<file path="src/rtl/decode_stage.sv">
// decode_stage
// IF->ID pipeline stage. Incoming fetch words are decoded on entry (immediate
// format, illegal flag) and held in a two-entry skid buffer: a main register
// that drives the id_* outputs and a skid register that catches one word when
// execute stalls. if_ready comes from a flop, so there is no combinational path
// from id_ready back to if_ready.
//
// Ports
//   clk, rst          rising-edge clock, synchronous active-high reset
//   flush             drop everything buffered (branch redirect), wins over transfers
//   if_valid/if_ready fetch-side handshake, if_instr/if_pc its payload
//   id_valid/id_ready execute-side handshake
//   id_instr/id_pc    buffered word and its PC
//   id_immg_op        immediate format for the immediate_generator
//   id_rs1/rs2/rd     register indices sliced from id_instr
//   id_illegal        unsupported opcode or instr[1:0] != 2'b11
//   dbg_state         current buffer state (0 EMPTY, 1 FULL, 2 SKID)
//
// Handshake: a word moves when valid && ready on the same rising edge. The
// producer holds its payload stable while valid && !ready, and valid is never
// withdrawn without a transfer or a flush.

`ifndef INSTR_BUS
`define INSTR_BUS [31:0]
`endif
`ifndef IMMG_OP_BUS
`define IMMG_OP_BUS [2:0]
`endif
`ifndef IMMG_OP_I
`define IMMG_OP_I 3'd0
`define IMMG_OP_S 3'd1
`define IMMG_OP_B 3'd2
`define IMMG_OP_U 3'd3
`define IMMG_OP_J 3'd4
`endif

module decode_stage #(
   parameter int PC_W = 32
) (
   input  logic              clk,
   input  logic              rst,
   input  logic              flush,
   input  logic              if_valid,
   output logic              if_ready,
   input  logic `INSTR_BUS   if_instr,
   input  logic [PC_W-1:0]   if_pc,
   output logic              id_valid,
   input  logic              id_ready,
   output logic `INSTR_BUS   id_instr,
   output logic [PC_W-1:0]   id_pc,
   output logic `IMMG_OP_BUS id_immg_op,
   output logic [4:0]        id_rs1,
   output logic [4:0]        id_rs2,
   output logic [4:0]        id_rd,
   output logic              id_illegal,
   output logic [1:0]        dbg_state
);

   typedef enum logic [1:0] {
      EMPTY = 2'd0,
      FULL  = 2'd1,
      SKID  = 2'd2
   } state_t;

   localparam logic [31:0] NOP = 32'h0000_0013;

   state_t state_q, state_d;
   logic   ready_q;

   logic `INSTR_BUS   main_instr, skid_instr;
   logic [PC_W-1:0]   main_pc, skid_pc;
   logic `IMMG_OP_BUS main_op, skid_op;
   logic              main_ill, skid_ill;

   logic `IMMG_OP_BUS in_op;
   logic              in_ill;

   logic accept, out;
   logic load_main_in, load_main_skid, load_skid;

   // flush removes both transfers from the cycle it is asserted in
   assign accept = if_valid && ready_q && !flush;
   assign out    = id_valid && id_ready && !flush;

   // decode of the incoming word, stored alongside it
   always_comb begin
      in_op  = `IMMG_OP_I;
      in_ill = 1'b0;
      case (if_instr[6:0])
         7'b0110111, 7'b0010111: in_op = `IMMG_OP_U;
         7'b1101111:             in_op = `IMMG_OP_J;
         7'b1100011:             in_op = `IMMG_OP_B;
         7'b0100011:             in_op = `IMMG_OP_S;
         7'b1100111, 7'b0000011, 7'b0010011,
         7'b0001111, 7'b1110011, 7'b0110011: in_op = `IMMG_OP_I;
         default:                in_ill = 1'b1;
      endcase
      if (if_instr[1:0] != 2'b11) in_ill = 1'b1;
   end

   always_comb begin
      state_d        = state_q;
      load_main_in   = 1'b0;
      load_main_skid = 1'b0;
      load_skid      = 1'b0;
      case (state_q)
         EMPTY: begin
            if (accept) begin
               state_d      = FULL;
               load_main_in = 1'b1;
            end
         end
         FULL: begin
            if (accept && out) begin
               load_main_in = 1'b1;
            end else if (accept) begin
               state_d   = SKID;
               load_skid = 1'b1;
            end else if (out) begin
               state_d = EMPTY;
            end
         end
         SKID: begin
            // if_ready is low here, so nothing can be accepted
            if (out) begin
               state_d        = FULL;
               load_main_skid = 1'b1;
            end
         end
         default: state_d = EMPTY;
      endcase
      if (flush) state_d = EMPTY;
   end

   always_ff @(posedge clk) begin
      if (rst) begin
         state_q    <= EMPTY;
         ready_q    <= 1'b1;
         main_instr <= NOP;
         main_pc    <= '0;
         main_op    <= `IMMG_OP_I;
         main_ill   <= 1'b0;
         skid_instr <= NOP;
         skid_pc    <= '0;
         skid_op    <= `IMMG_OP_I;
         skid_ill   <= 1'b0;
      end else begin
         state_q <= state_d;
         // registered copy of "next state is not SKID"
         ready_q <= (state_d != SKID);
         if (load_main_in) begin
            main_instr <= if_instr;
            main_pc    <= if_pc;
            main_op    <= in_op;
            main_ill   <= in_ill;
         end else if (load_main_skid) begin
            main_instr <= skid_instr;
            main_pc    <= skid_pc;
            main_op    <= skid_op;
            main_ill   <= skid_ill;
         end
         if (load_skid) begin
            skid_instr <= if_instr;
            skid_pc    <= if_pc;
            skid_op    <= in_op;
            skid_ill   <= in_ill;
         end
      end
   end

   assign if_ready   = ready_q;
   assign id_valid   = (state_q != EMPTY);
   assign id_instr   = main_instr;
   assign id_pc      = main_pc;
   assign id_immg_op = main_op;
   assign id_illegal = main_ill;
   assign id_rs1     = main_instr[19:15];
   assign id_rs2     = main_instr[24:20];
   assign id_rd      = main_instr[11:7];
   assign dbg_state  = state_q;

endmodule
</file>
<file path="config.mk">
export PLATFORM = sky130hd
export DESIGN_NAME = decode_stage
export DESIGN_NICKNAME = d
export VERILOG_FILES = /design/src/rtl/decode_stage.sv
export SDC_FILE = /design/constraint.sdc
export NUM_CORES = 1
export LEC_CHECK = 0
export ABC_AREA = 1
export CAP_MARGIN = 20
export CORE_MARGIN = 2
export CORE_UTILIZATION = 35
export DETAILED_ROUTE_END_ITERATION = 8
export DONT_BUFFER_PORTS = 1
export GPL_TIMING_DRIVEN = 0
export PLACE_DENSITY = 0.49
export SETUP_SLACK_MARGIN = 0.15
export SYNTH_ARGS = -nofsm -noshare
export SYNTH_HDL_FRONTEND = slang
export SYNTH_SLANG_ARGS = --single-unit
</file>
<file path="constraint.sdc">
create_clock -name clk -period 2.1 [get_ports clk]
set_input_delay 0.21 -clock clk [delete_from_list [all_inputs] [get_ports clk]]
set_output_delay 0.21 -clock clk [all_outputs]
set_load 0.005 [all_outputs]
</file>
==> impl_metrics.toml, run 1 <==
[run_status]
status = "complete, no violations"

[yosys]
syn_avg_cell_area_um2 = 6.90
seq_area_frac_synth = 0.470
ys_seq_elements = 139
syn_area_mm2 = 0.00592
netlist_instances = 859
synth.net_count = 928
synth.distinct_cells = 26
yosys_warnings = 0

[global_route]
antenna_found_initial = 0
grt_max_degree = 17
overflow = 0
grt_pass1_wl_mm = 26.8
first_global_vias = 5268
grt_usage = 0.191

[worst_setup_path]
r2r_cells = 7
required_ns = 2.39
rr_startpoint = "dbg_state[1]$_SDFF_PP0_"
cp-start-kind = "input port"
crit_arrival_ns = 2.00
worst-path-max-fanout = 10
regToRegSetupSlack_ns = 0.45
r2r_end = "skid_instr[4]$_SDFFE_PP1P_"
cp-end-kind = "register"
path_class = "in2reg"

[min_path]
hp-class = "in2reg"
min_path_cells = 4
worst_hold_path.endpoint = "id_pc[10]$_SDFFE_PP0P_"
hold_path.startpoint = "if_pc[10]"

[placed_design]
dp_slack_ns = 0.444
hpwl_mm = 11.3
globalplace.congestion = 0.761
portBuffers = 0

[sta]
hold_violations = 0
fmax_mhz = 584
setup_tns_ns = 0
setup_violations = 0
fin_crit_ns = 1.71
worst_slack_ns = 0.388
rsz0062_at_grt = "no"
slew_headroom = 0.616
tightest_slew_ns = 0.576
hold_ws_ns = 0.0123
fin_skew_ns = 0.00849
maxSlewViolCount = 0
finalCritPeriodShare = 0.815

[die]
io_pins = 156
initial_utilization = 0.357
dieArea_mm2 = 0.0180
core_area_mm2 = 0.0166
die_h_um = 134
die_w_um = 134
rows = 47

[pwr]
powerDensity_mw_per_mm2 = 869
vdd_drop_max_v = 0.000563
p_leak_nw = 3.35
total_power_mw = 6.51

[cells_and_area]
insertedDiodeCount = 0
fin_nets = 1012
layout.cells.most_common = "nand2_1"
layout_common_cells = "nand2_1 (233), nor2_1 (153), dfxtp_1 (139), o21ai_0 (84), inv_1 (83)"
drive_gt1_frac = 0.0910
areaGrowthSynthToFinish_pct = 26.4

[clock_tree]
clk_pin_slew_ns = 0.06
insertion_delay_ns = 0.42
htree_levels = 4
cts.sinks = 139
cts_root_buf = "clkbuf_16"
cts-buffers-inserted = 17
clock_path_buffers = 2
cts_tree = "done"

[drt]
antenna_left = 0
finalWirelength_mm = 16.7
vias = 5408
wl_per_cell_um = 14.2
drt_pre_antenna_iters = 5
via_per_inst = 4.60
drc = 0
drtIter0Drc = 294

[job]
cap_violations = 0
## cell type report
cell class                      instances  area, um2
Fill cell                            1778       9090
Inverter                               90        339
Clock buffer                           22        474
Multi-Input combinational cell        566       2400
Sequential cell                       139       2780
Timing Repair Buffer                   65        651
Buffer                                 64        398
Tap cell                              220        275
Clock inverter                         10        164
## cell usage after synthesis
cell	number	area, um2
nand3_1	11	55.1
inv_1	83	312
clkbuf_1	22	82.6
buf_4	20	150
o21ai_0	84	420
o22ai_1	3	18.8
a21oi_1	64	320
buf_2	12	60.1
nand2_1	233	875
nand4_1	1	6.26
o21ai_1	3	15.0
clkinv_2	1	5.00
nor2_2	1	6.26
nand2_4	2	22.5
buf_1	1	3.75
nor2_1	153	574
inv_2	6	22.5
nor2b_1	1	6.26
dfxtp_1	139	2780
nand4_2	1	12.5
xor2_1	1	8.76
nor2_4	3	33.8
o211ai_1	1	7.51
nand2_2	2	12.5
nor3_1	2	10.0
buf_6	9	101
## worst max-delay path, cell delays in order
cell	delay, ns
dlygate4sd3_1	0.57
inv_2	0.11
nand3_1	0.11
nor2_2	0.24
nand2_2	0.16
nand2_2	0.11
buf_6	0.15
buf_6	0.15
nor2_1	0.05
nor2_1	0.10
nor2_1	0.05
## cells by family (layout without fill, tap and decap cells)
logic type             Yosys count  in the layout  synth area share
AND/OR/NAND/NOR                410            410             0.272
XOR/XNOR                         1              1           0.00148
AO/OA/AOI/OAI                  155            155             0.132
flip-flops                     139            139             0.470
buffers and inverters          154            251             0.124
## metal layers
layer,share of wire,track usage,vias to the layer above,wire length [um]
met5,0,0,-,0
met4,0.012,0.0579,0,199
met3,0.060,0.0582,20,995
met2,0.44,0.299,144,7400
met1,0.48,0.255,2434,8060
li1,-,-,2810,-
## state kept, by name (all words and copies together) (netlist names), 2 cells and up
register,flops
id_pc,32
skid_pc,32
skid_op,3
dbg_state,2
skid_instr,32
id_instr,32
id_immg_op,3
## worst max-delay path by stage
stage	endpoint	startpoint
final	id_instr[12]$_SDFFE_PP0P_	flush
after global routing	id_instr[6]$_SDFFE_PP0P_	flush
after CTS	id_instr[14]$_SDFFE_PP0P_	flush
after detailed placement	skid_pc[30]$_SDFFE_PP0P_	rst
after global placement	id_instr[16]$_SDFFE_PP0P_	if_ready$_SDFF_PP1_
after floorplan	id_instr[12]$_SDFFE_PP0P_	dbg_state[1]$_SDFF_PP0_
## stage by stage
stage | utilization | cell area, um2 | cells
after floorplan | - | 5920 | 859
after global routing | 0.452 | 7490 | 1176
final | 0.452 | 7490 | 1176
after CTS | 0.452 | 7490 | 1176
after detailed placement | 0.374 | 6200 | 1079
after global placement | 0.374 | 6200 | 1079
## repair_timing
action | CTS | global route
resized for setup | 0 | 0
buffers inserted | 0 | 0
setup endpoints to repair | 0 | 0
hold buffers | 65 | 0
hold endpoints to repair | 94 | 0
## power breakdown
part	switching [mW]	total [mW]	internal, mW	leakage, nW
Combinational	0.267	0.479	0.213	1.91
Clock	1.17	3.25	2.08	0.310
Sequential	0.0608	2.78	2.72	1.13
Total	1.49	6.51	5.02	3.35
(Power assumes the default switching activity.)
==> inputs of run 2 (changes only) <==
--- a/config.mk
+++ b/config.mk
@@ -5,7 +5,7 @@
 export SDC_FILE = /design/constraint.sdc
 export NUM_CORES = 1
 export LEC_CHECK = 0
-export ABC_AREA = 1
+export ABC_AREA = 0
 export CAP_MARGIN = 20
 export CORE_MARGIN = 2
 export CORE_UTILIZATION = 35
==> constraint.sdc (replaced) <==
create_clock -name clk -period 1.6 [get_ports clk]
set_input_delay 0.16 -clock clk [delete_from_list [all_inputs] [get_ports clk]]
set_output_delay 0.16 -clock clk [all_outputs]
set_load 0.005 [all_outputs]
==> impl_metrics.toml, run 2 <==
[yosys]
yosysMostFrequentCell = "nand2_1"
seq_area_frac_synth = 0.518
syn_area_mm2 = 0.00537
synth_flop_cell = "dfxtp_1"
synthTopCellsByCount = "nand2_1 (205), dfxtp_1 (139), a21oi_1 (131)"
synth_edf_count = 0
synth.distinct_cells = 36
synth_area_leaders = "dfxtp_1 (52%), nand2_1 (14%), a21oi_1 (12%)"
yosysTopAreaCell = "dfxtp_1"
synth.net_count = 722
yosys_warnings = 0
synth.top_cell.area_share = 0.518
netlist_instances = 653
async_flop_share = 0
syn_avg_cell_area_um2 = 8.22
ys_seq_elements = 139

[die]
io_pins = 156
dieArea_mm2 = 0.0163
die_w_um = 128
rows = 45
core_area_mm2 = 0.0151
initial_utilization = 0.356
die_h_um = 128

[global_route]
grt_max_degree = 17
grt_pass1_wl_mm = 25.1
grt_usage = 0.196
first_global_vias = 4917
overflow = 0
antenna_found_initial = 0

[clock_tree]
cts-buffers-inserted = 17
cts_tree = "done"
cts_root_buf = "clkbuf_16"
insertion_delay_ns = 0.42
clk_pin_slew_ns = 0.06
clock_path_buffers = 2
cts.sinks = 139
htree_levels = 4

[worst_setup_path]
crit_arrival_ns = 1.90
required_ns = 1.95
critical-path-max-stage-delay_ns = 0.38
critPathTopFamily = "simple AND/OR/NAND/NOR gates"
cp-end-kind = "register"
path_class = "reg2reg"
cp.buffers_inverters = 3
crit_slowest_cell = "dfxtp_4"
cp-start-kind = "register"
worst-path-max-fanout = 7
critical_path.cell_chain = "nand3b_1 -> nor3_4 -> buf_6 -> buf_12 -> buf_8 -> a22oi_2 -> a21oi_1"

[cells_and_area]
fin_nets = 842
layout.cells.most_common = "nand2_1"
areaGrowthSynthToFinish_pct = 61.5
layout_common_cells = "nand2_1 (155), dfxtp_1 (136), a21oi_1 (80), dlygate4sd3_1 (65), a21oi_2 (51)"
fin_cells = 974
insertedDiodeCount = 0
drive_gt1_frac = 0.356

[pwr]
p_leak_nw = 3.20
powerDensity_mw_per_mm2 = 993
total_power_mw = 8.61
vdd_drop_max_v = 0.000718

[sta]
hold_violations = 0
tightest_slew_ns = 0.834
setup_violations = 0
slew_headroom = 0.439
finalCritPeriodShare = 0.969
maxSlewViolCount = 0
rsz0062_at_grt = "yes"
fin_skew_ns = 0.00786
fin_crit_ns = 1.55
fmax_mhz = 645

[job]
cap_violations = 0

[placed_design]
placedCellCount = 841
portBuffers = 0
globalplace.congestion = 0.760
hpwl_mm = 10.9

[drt]
wl_per_cell_um = 18.3
via_per_inst = 5.31
finalWirelength_mm = 17.8
vias = 5169
drc = 0
drt_pre_antenna_iters = 4
antenna_left = 0
drtIter0Drc = 154

[min_path]
hp-class = "in2reg"

[run_status]
status = "complete, no violations"
[run 2: cell types whose count changed in the layout (fill, tap and decap cells not counted), moves of 11 or more]
cell and delta:
a21oi_1 +16, a21oi_2 +51, a22oi_1 +14, a22oi_2 +50, buf_12 +12, buf_2 -11
buf_8 +20, clkbuf_16 +14, inv_1 -80, nand2_1 -78, nand2_4 +36, nor2_1 -153
o21ai_0 -84
[run 2: worst paths after layout]
| check | from | to | slack (ns) | depth (start not counted) |
|---|---|---|---|---|
| worst min register to register | skid_instr[7]$_SDFFE_PP0P_ | skid_instr[7]$_SDFFE_PP0P_ | 0.46 | 2 |
| worst max register to register | dbg_state[1]$_SDFF_PP0_ | id_pc[22]$_SDFFE_PP0P_ | 0.05 | 7 |
| worst max-delay path | dbg_state[1]$_SDFF_PP0_ | id_pc[22]$_SDFFE_PP0P_ | 0.05 | 7 |
| worst min-delay path | if_instr[5] | skid_op[2]$_SDFFE_PP0P_ | 0.04 | 4 |
[run 2: metrics by stage]
stage / util / hold WS [ns] / setup TNS (ns) / cell area (um2) / worst slack (ns)
detailed placement: 0.372 / 0.242 / -40.04 / 5610 / -0.401
finish: 0.575 / 0.0351 / 0 / 8670 / 0.0490
global placement: 0.372 / 0.241 / -37.27 / 5610 / -0.348
CTS: 0.489 / 0.00994 / 0 / 7380 / 0.0435
floorplan: - / 0.237 / 0 / 5380 / 0.158
global route: 0.575 / 0.0456 / -0.620 / 8670 / -0.0482
[run 2: layout make-up]
cell class	instances	area [um2]
buffer	67	671
clock buffer	21	470
clock inverter	11	143
fill	1311	6420
inverter	3	11.3
multi-input combinational	444	3050
sequential	139	2790
tap	188	235
timing repair buffer	101	1300
[run 2: metal layers]
metal,GRT usage,up-vias,part of all wire
li1,-,2495,-
met1,0.237,2511,0.41
met2,0.330,144,0.51
met3,0.0664,19,0.062
met4,0.0633,0,0.014
met5,0,-,0
[run 2: worst reg2reg max path, stage by stage (launching register included)]
cell and delay [ns]:
dfxtp_4 0.38, nand3b_1 0.26, nor3_4 0.19, buf_6 0.16, buf_12 0.15, buf_8 0.14
a22oi_2 0.06, a21oi_1 0.14
[run 2: logic make-up (layout without fill, tap and decap cells)]
group	Yosys count	count (layout)	synth area share
flops	139	139	0.518
compound gates	208	208	0.230
buf+inv	70	203	0.0643
mux	2	2	0.00373
simple gates	234	234	0.183
[run 2: timing repair]
| action | CTS | global route |
|---|---|---|
| hold buffers | 65 | 0 |
| gates resized for setup | 95 | 242 |
| setup buffers | 15 | 5 |
| cloned | 2 | 14 |
| setup endpoints to repair | 136 | 136 |
| hold endpoints to repair | 131 | 0 |
| pin swaps | 17 | 85 |
[run 2: report_power, final]
group | internal [mW] | leakage [nW] | switching, mW | total, mW
logic | 0.446 | 1.78 | 0.427 | 0.873
clock network | 2.57 | 0.299 | 1.52 | 4.09
registers | 3.56 | 1.13 | 0.0880 | 3.65
total | 6.57 | 3.20 | 2.04 | 8.61
==> inputs of run 3 (changes only) <==
--- a/config.mk
+++ b/config.mk
@@ -7,7 +7,6 @@
 export LEC_CHECK = 0
 export ABC_AREA = 0
 export CAP_MARGIN = 20
-export CORE_MARGIN = 2
 export CORE_UTILIZATION = 35
 export DETAILED_ROUTE_END_ITERATION = 8
 export DONT_BUFFER_PORTS = 1
==> impl_metrics.toml, run 3 (synthesis results as in run 2) <==
[clock_tree]
clk_pin_slew_ns = 0.06
clock_path_buffers = 2
cts-buffers-inserted = 17
cts.sinks = 139
insertion_delay_ns = 0.42
cts_root_buf = "clkbuf_16"
htree_levels = 4
cts_tree = "done"

[pwr]
powerDensity_mw_per_mm2 = 932
vdd_drop_max_v = 0.000777
p_leak_nw = 3.24

[global_route]
overflow = 0
first_global_vias = 5090
grt_max_degree = 17
antenna_found_initial = 0
grt_pass1_wl_mm = 26.1
grt_usage = 0.210

[job]
cap_violations = 0

[sta]
slew_headroom = 0.420
rsz0062_at_grt = "yes"
setup_violations = 3
maxSlewViolCount = 0
hold_ws_ns = 0.0303
setup_tns_ns = -0.0342
finalCritPeriodShare = 1.02
fin_skew_ns = 0.00751
worst_slack_ns = -0.0281
tightest_slew_ns = 0.868
fin_crit_ns = 1.63
hold_violations = 0
fmax_mhz = 614

[placed_design]
hpwl_mm = 10.7
globalplace.congestion = 0.716
portBuffers = 0
dp_slack_ns = -0.420
placedCellCount = 837

[die]
dieArea_mm2 = 0.0158
die_w_um = 126
initial_utilization = 0.364
core_area_mm2 = 0.0148
rows = 44
io_pins = 156
die_h_um = 126

[run_status]
violations = "negative setup slack"
status = "complete, but fails checks"

[worst_setup_path]
required_ns = 1.95
critical_path.cell_chain = "nand3b_1 -> buf_4 -> nor3_4 -> buf_6 -> clkbuf_16 -> nand2_4 -> a21oi_2"
cp-end-kind = "register"
path_class = "reg2reg"
crit_arrival_ns = 1.97
cp.buffers_inverters = 3
critical-path-max-stage-delay_ns = 0.37
critPathTopFamily = "buffers and inverters"
worst-path-max-fanout = 7
cp-start-kind = "register"
regToRegSetupSlack_ns = -0.03
crit_slowest_cell = "dfxtp_4"

[drt]
drt_pre_antenna_iters = 4
drc = 0
wl_per_cell_um = 18.5
drtIter0Drc = 199
via_per_inst = 5.40
antenna_left = 0
vias = 5242
finalWirelength_mm = 18.0

[cells_and_area]
layout_common_cells = "dfxtp_1 (136), nand2_1 (129), a21oi_2 (74), dlygate4sd3_1 (65)"
areaGrowthSynthToFinish_pct = 63.7
insertedDiodeCount = 0
layout.cells.most_common = "dfxtp_1"
fin_cells = 970
drive_gt1_frac = 0.416
fin_nets = 843

[min_path]
hp-class = "in2reg"
run 3: worst min-delay path, stage by stage:
cell     delay (ns)
nand3_1        0.05
nor4_1         0.07
nand2_1        0.07
a21oi_1        0.05
run 3: metrics by stage:
stage	utilization	instance area [um2]	total power [mW]
6_report	0.596	8790	8.19
5_1_grt	0.596	8790	8.49
4_1_cts	0.499	7360	7.96
3_5_place_dp	0.380	5610	4.11
3_3_place_gp	0.380	5610	4.10
2_1_floorplan	-	5380	3.99
run 3: area by class of cell:
type,count,area [um2]
fillers,1260,5970
multi-input cells,444,3300
flip-flops and latches,139,2790
repair buffers,102,1270
plain buffers,67,651
clock buffers,25,495
well taps,184,230
clock inverters,6,38.8
inverters,3,11.3
run 3: worst paths after layout:
kind / to / cells after the start / startpoint
min: skid_op[2]$_SDFFE_PP0P_ / 4 / if_instr[2]
min reg2reg: skid_pc[26]$_SDFFE_PP0P_ / 2 / skid_pc[26]$_SDFFE_PP0P_
max: skid_instr[6]$_SDFFE_PP0P_ / 7 / dbg_state[1]$_SDFF_PP0_
max reg2reg: skid_instr[6]$_SDFFE_PP0P_ / 7 / dbg_state[1]$_SDFF_PP0_
run 3: layer usage:
layer	wire length (um)	global-route usage	up-vias
met3	964	0.0586	36
met1	7520	0.247	2562
li1	-	-	2506
met5	0	0	-
met2	9070	0.361	138
met4	410	0.0872	0
run 3: repair_timing:
item                                    4_1_cts  5_1_grt
hold buffers                                 64        1
hold endpoints to repair                    132        4
pin swaps                                    18      151
setup buffers                                14        6
endpoints found under the setup margin      136      136
resized for setup                           113      274
gates cloned                                  3       14
run 3: power breakdown:
part	leakage, nW	total, mW	internal (mW)	switching [mW]
clock	0.259	3.60	2.13	1.47
sequential	1.13	3.66	3.56	0.0988
combinational	1.85	0.934	0.472	0.462
total	3.24	8.19	6.16	2.03
